## src/rtl/ram_pattern_writer_if.sv

```systemverilog
// rtl/ram_pattern_writer_if.sv - write/read bus between the pattern writer and the 32x3 dual-port RAM
interface ram_pattern_writer_if #(
    parameter int ADDR_W = 5,
    parameter int DATA_W = 3
);
    logic [ADDR_W-1:0] wraddress;
    logic [DATA_W-1:0] wdata;
    logic              wren;
    logic [ADDR_W-1:0] rdaddress;
    logic [DATA_W-1:0] q;

    modport master (
        output wraddress,
        output wdata,
        output wren,
        output rdaddress,
        input  q
    );

    modport slave (
        input  wraddress,
        input  wdata,
        input  wren,
        input  rdaddress,
        output q
    );
endinterface

```

## src/rtl/ram_pattern_writer.sv

```systemverilog
// rtl/ram_pattern_writer.sv - fills the dual-port RAM with a pattern, reads it back and checks it
module ram_pattern_writer #(
    parameter int ADDR_W = 5,
    parameter int DATA_W = 3
) (
    input  logic              addr_clk,
    input  logic              reset,
    input  logic              start,
    input  logic [1:0]        mode,
    input  logic [DATA_W-1:0] seed,
    ram_pattern_writer_if.master ram,
    output logic              busy,
    output logic              done,
    output logic              error,
    output logic [ADDR_W-1:0] err_addr,
    output logic [ADDR_W-1:0] err_count
);

    typedef enum logic [2:0] {
        IDLE,
        FILL,
        VERIFY,
        FLUSH,
        DONE
    } state_t;

    localparam logic [ADDR_W-1:0] LAST = '1;

    state_t            state;
    logic [1:0]        mode_r;
    logic [DATA_W-1:0] seed_r;
    logic              pipe_valid;
    logic [ADDR_W-1:0] pipe_addr;
    logic [DATA_W-1:0] pipe_exp;
    logic [ADDR_W-1:0] next_wr;
    logic              mismatch;

    // Only the low DATA_W address bits ever reach the pattern.
    function automatic logic [DATA_W-1:0] pattern(
        input logic [1:0]        m,
        input logic [DATA_W-1:0] s,
        input logic [DATA_W-1:0] a
    );
        case (m)
            2'd0:    pattern = s;
            2'd1:    pattern = a + s;
            2'd2:    pattern = a ^ s;
            default: pattern = a[0] ? ~s : s;
        endcase
    endfunction

    assign next_wr  = ram.wraddress + 1'b1;
    assign mismatch = pipe_valid && (ram.q != pipe_exp);

    always_ff @(posedge addr_clk) begin
        if (reset) begin
            state         <= IDLE;
            mode_r        <= '0;
            seed_r        <= '0;
            pipe_valid    <= 1'b0;
            pipe_addr     <= '0;
            pipe_exp      <= '0;
            ram.wren      <= 1'b0;
            ram.wraddress <= '0;
            ram.wdata     <= '0;
            ram.rdaddress <= '0;
            busy          <= 1'b0;
            done          <= 1'b0;
            error         <= 1'b0;
            err_addr      <= '0;
            err_count     <= '0;
        end else begin
            case (state)
                IDLE, DONE: begin
                    if (start) begin
                        state         <= FILL;
                        mode_r        <= mode;
                        seed_r        <= seed;
                        error         <= 1'b0;
                        err_addr      <= '0;
                        err_count     <= '0;
                        done          <= 1'b0;
                        busy          <= 1'b1;
                        ram.wren      <= 1'b1;
                        ram.wraddress <= '0;
                        ram.wdata     <= pattern(mode, seed, '0);
                    end
                end
                FILL: begin
                    if (ram.wraddress == LAST) begin
                        ram.wren      <= 1'b0;
                        ram.rdaddress <= '0;
                        pipe_valid    <= 1'b0;
                        state         <= VERIFY;
                    end else begin
                        ram.wraddress <= next_wr;
                        ram.wdata     <= pattern(mode_r, seed_r, next_wr[DATA_W-1:0]);
                    end
                end
                VERIFY: begin
                    // The RAM registers rdaddress on this edge; its data is compared one edge later.
                    pipe_valid <= 1'b1;
                    pipe_addr  <= ram.rdaddress;
                    pipe_exp   <= pattern(mode_r, seed_r, ram.rdaddress[DATA_W-1:0]);
                    if (ram.rdaddress == LAST) begin
                        state <= FLUSH;
                    end else begin
                        ram.rdaddress <= ram.rdaddress + 1'b1;
                    end
                end
                FLUSH: begin
                    pipe_valid <= 1'b0;
                    busy       <= 1'b0;
                    done       <= 1'b1;
                    state      <= DONE;
                end
                default: begin
                    state <= IDLE;
                end
            endcase

            if ((state == VERIFY || state == FLUSH) && mismatch) begin
                error <= 1'b1;
                if (err_count != LAST) begin
                    err_count <= err_count + 1'b1;
                end
                if (!error) begin
                    err_addr <= pipe_addr;
                end
            end
        end
    end

endmodule

```

## src/flat_wrapper.sv

```systemverilog
// flat-port wrapper written by rule: the top's interface ports become plain ports
module ram_pattern_writer_flat 
#(
    parameter int ADDR_W = 5,
    parameter int DATA_W = 3
)
  (addr_clk, reset, start, mode, seed, busy, done, error, err_addr, err_count, ram_wraddress, ram_wdata, ram_wren, ram_rdaddress, ram_q);
  ram_pattern_writer_if #(.ADDR_W(ADDR_W), .DATA_W(DATA_W)) ram_i ();
  input  logic addr_clk;
  input  logic reset;
  input  logic start;
  input  logic [1:0] mode;
  input  logic [DATA_W-1:0] seed;
  output logic busy;
  output logic done;
  output logic error;
  output logic [ADDR_W-1:0] err_addr;
  output logic [ADDR_W-1:0] err_count;
  output wire logic [$bits(ram_i.wraddress)-1:0] ram_wraddress;
  output wire logic [$bits(ram_i.wdata)-1:0] ram_wdata;
  output wire logic [$bits(ram_i.wren)-1:0] ram_wren;
  output wire logic [$bits(ram_i.rdaddress)-1:0] ram_rdaddress;
  input wire logic [$bits(ram_i.q)-1:0] ram_q;
  assign ram_wraddress = ram_i.wraddress;
  assign ram_wdata = ram_i.wdata;
  assign ram_wren = ram_i.wren;
  assign ram_rdaddress = ram_i.rdaddress;
  assign ram_i.q = ram_q;
  ram_pattern_writer #(.ADDR_W(ADDR_W), .DATA_W(DATA_W)) u_core (.addr_clk(addr_clk), .reset(reset), .start(start), .mode(mode), .seed(seed), .ram(ram_i), .busy(busy), .done(done), .error(error), .err_addr(err_addr), .err_count(err_count));
endmodule
```

## config.mk

```make
export PLATFORM = sky130hd
export DESIGN_NAME = ram_pattern_writer_flat
export DESIGN_NICKNAME = d
export VERILOG_FILES = /design/src/rtl/ram_pattern_writer_if.sv /design/src/rtl/ram_pattern_writer.sv /design/src/flat_wrapper.sv
export SDC_FILE = /design/constraint.sdc
export NUM_CORES = 1
export LEC_CHECK = 0
export CELL_PAD_IN_SITES_DETAIL_PLACEMENT = 1
export CELL_PAD_IN_SITES_GLOBAL_PLACEMENT = 2
export CORE_ASPECT_RATIO = 0.7
export CORE_UTILIZATION = 37
export CTS_CLUSTER_DIAMETER = 40
export DETAILED_ROUTE_END_ITERATION = 16
export DONT_BUFFER_PORTS = 1
export PLACE_DENSITY_LB_ADDON = 0.3
export SLEW_MARGIN = 20
export SYNTH_ARGS = -nofsm -noshare
export SYNTH_HDL_FRONTEND = slang
export SYNTH_SLANG_ARGS = --single-unit
```

## constraint.sdc

```tcl
create_clock -name addr_clk -period 2.6 [get_ports addr_clk]
set_input_delay 0.78 -clock addr_clk [delete_from_list [all_inputs] [get_ports addr_clk]]
set_output_delay 0.78 -clock addr_clk [all_outputs]
set_load 0.01 [all_outputs]
```

==> impl_metrics.tcl <==
set metrics [dict create \
    r2r-start "u_core.ram.wraddress[1]" \
    dp_hpwl_mm 4.36 \
    synth_area_mm2 0.00235 \
    antenna_found_initial 0 \
    die_x_um 97.3 \
    cp.required_ns 2.83 \
    clk_latency_ns 0.31 \
    grt_pass1_wl_mm 10.2 \
    dp_cells 354 \
    cts_tree "yes" \
    cts_made_buffers 5 \
    layout_common_cells "dfxtp_1, nand2_1, a21oi_1, nand3_1, nor2_1" \
    fmax_mhz 428 \
    fin_cells 362 \
    internal-power_mw 1.02 \
    drt_iter0_markers 73 \
    synth-edff-count 0 \
    port_buffers 0 \
    die_area_mm2 0.00669 \
    p_leak_nw 0.913 \
    synth_cell_types 52 \
    cts_hold_buf 0 \
    postCtsSetupBuffers 0 \
    ir_drop_uv 176 \
    seq_power_share_pct 51.9 \
    tightestPinTransition_ns 0.743 \
    nets 309 \
    synth_cells 290 \
    min_path_type "flip-flop to flip-flop" \
    outcome "completed" \
    rsz0062_at_grt "false" \
    worst_setup_path_end_kind "flip-flop" \
    viasPerCell 5.64 \
    vias 2040 \
    syn_nets 313 \
    grt_max_degree 47 \
    cts_resized 0 \
    n_antenna_cell 0 \
    yosysWarnings 0 \
    layout-drive-gt1-share_pct 8.01 \
    p_sw_mw 0.355 \
    final_common_cell "dfxtp_1" \
    p_per_area_mw_per_mm2 542 \
    finalCritPeriodShare_pct 89.8 \
    drv_slew 0 \
    arrival_ns 2.57 \
    clockRootBuffer "clkbuf_8" \
    ios 38 \
    totalWireLength_mm 6.17 \
    cts_buffer_depth 2 \
    combPwrFrac_pct 8.1 \
    final.fill_count 730 \
    period_minus_slack_ns 2.33 \
    pwr-share-clk_pct 40.0 \
    max-cap-violations 0 \
    firstDrtPassIters 4 \
    final-setup-viol-count 0 \
    worstHoldStart "u_core.pipe_addr[2]" \
    globalplace.congestion 0.768 \
    critPathKind "flip-flop to flip-flop" \
    numClockSinks 44 \
    swShare_pct 25.7 \
    fin_util_pct 42.9 \
    fp-row-count 23 \
    setup_ws_ns 0.265 \
    wl_per_cell_um 17.0 \
    fin_skew_ns 0.0127 \
    crit_start "u_core.ram.wraddress[1]" \
    drc_errors 0 \
    area.growth.synth_to_final_pct 8.08 \
    start_util_pct 39.7 \
    grt_usage_pct 19.6 \
    cts.reportedPaths.clkPinSlew_ns 0.10 \
    synth_area_per_cell_um2 8.12 \
    grt_overflow 0 \
    fp.coreArea_mm2 0.00593 \
    reg2regPathDepth 7 \
    grt_pass1_vias 1975 \
    setup_tns_ns 0 \
    synthArstFlopShare_pct 0 \
    crit_path_start_kind "flip-flop" \
    htreeDepth 2 \
    crit_fanout 9 \
    slew_headroom_pct 50.4 \
    place_worst_setup_slack_ns 0.273 \
    ys.flop_type "dfxtp_1" \
    hold_viol_final 0 \
    ys_ff_latch 44 \
    holdPathStages 2 \
    drtAntennaViolNets 0 \
    synth_seq_area_share_pct 37.4 \
    dieHeight_um 68.7 \
]
flip-flops by register name, summed over array words and instances, names as in the netlist, 2 cells and up:
name,flops
u_core.err_addr,5
u_core.seed_r,3
u_core.ram.wdata,3
u_core.pipe_addr,5
u_core.ram.wraddress,5
u_core.state,3
u_core.mode_r,2
u_core.ram.rdaddress,5
u_core.pipe_exp,3
u_core.err_count,5
path summary, 6_finish.rpt:
check,endpoint,slack (ns)
setup / recovery,u_core.ram.wraddress[3],0.27
hold / removal,u_core.err_addr[2],0.45
setup reg to reg,u_core.ram.wraddress[3],0.27
hold reg to reg,u_core.err_addr[2],0.45
worst max-delay path, stage by stage, from the launching register on:
cell and delay [ns]:
dfxtp_1 0.38, ha_1 0.28, and3_1 0.21, ha_1 0.19
or3b_4 0.38, a21o_4 0.26, or3_1 0.36, a211oi_2 0.21
cell type report:
type / instances / area, um^2 / share of cell area (%)
inverter: 7 / 26.3 / 1.03
clock inverter: 3 / 47.5 / 1.87
multi-input combinational: 220 / 1370 / 53.7
clock buffer: 5 / 68.8 / 2.71
tap: 75 / 93.8 / 3.69
sequential: 44 / 881 / 34.6
timing repair buffer: 8 / 60.1 / 2.36
synth_stat cells, drive strengths merged (3+ instances only):
cell type | n | area (um^2)
a31oi | 7 | 43.8
inv | 7 | 26.3
a21oi | 37 | 185
dfxtp | 44 | 881
a22oi | 3 | 22.5
nor3 | 8 | 40.0
clkbuf | 16 | 60.1
and3 | 4 | 25.0
nor2b | 4 | 25.0
o21ai | 18 | 90.1
nor4 | 3 | 18.8
ha | 10 | 125
or3b | 4 | 37.5
xnor2 | 5 | 43.8
nand3 | 17 | 85.1
buf | 3 | 20.0
nand2b | 3 | 18.8
or3 | 3 | 18.8
nor3b | 6 | 50.1
nor2 | 16 | 60.1
nand2 | 38 | 143
xor2 | 4 | 35.0
cells by family (layout without fill, tap and decap cells):
group | after synthesis | in the layout | synth area share (%)
simple gates | 115 | 115 | 25.2
compound gates | 82 | 82 | 21.1
flops | 44 | 44 | 37.4
buf+inv | 26 | 23 | 4.52
fa+ha+maj | 12 | 12 | 7.02
xor+xnor | 10 | 10 | 4.31
mux | 1 | 1 | 0.478
metal layers:
metal / wire, um / vias to the layer above / track usage, %
li1: - / 1027 / -
met1: 3270 / 988 / 27.7
met2: 2680 / 21 / 30.0
met3: 189 / 4 / 4.84
met4: 35 / 0 / 4.96
met5: 0 / - / 0
metrics by stage:
stage               total power, mW  area (um^2)  hold WS [ns]
floorplan                     0.819         2350         0.432
global placement              0.841         2430         0.442
detailed placement            0.845         2430         0.443
CTS                            1.40         2540         0.456
global route                   1.45         2540         0.464
finish                         1.38         2540         0.447
power groups by stage:
stage          Combinational [mW]  Sequential (mW)  Clock, mW
2_1_floorplan              0.0997            0.719          0
3_3_place_gp                0.110            0.731          0
3_5_place_dp                0.113            0.731          0
4_1_cts                     0.114            0.716      0.567
5_1_grt                     0.129            0.720      0.601
6_report                    0.112            0.716      0.551
(Power assumes the default switching activity.)
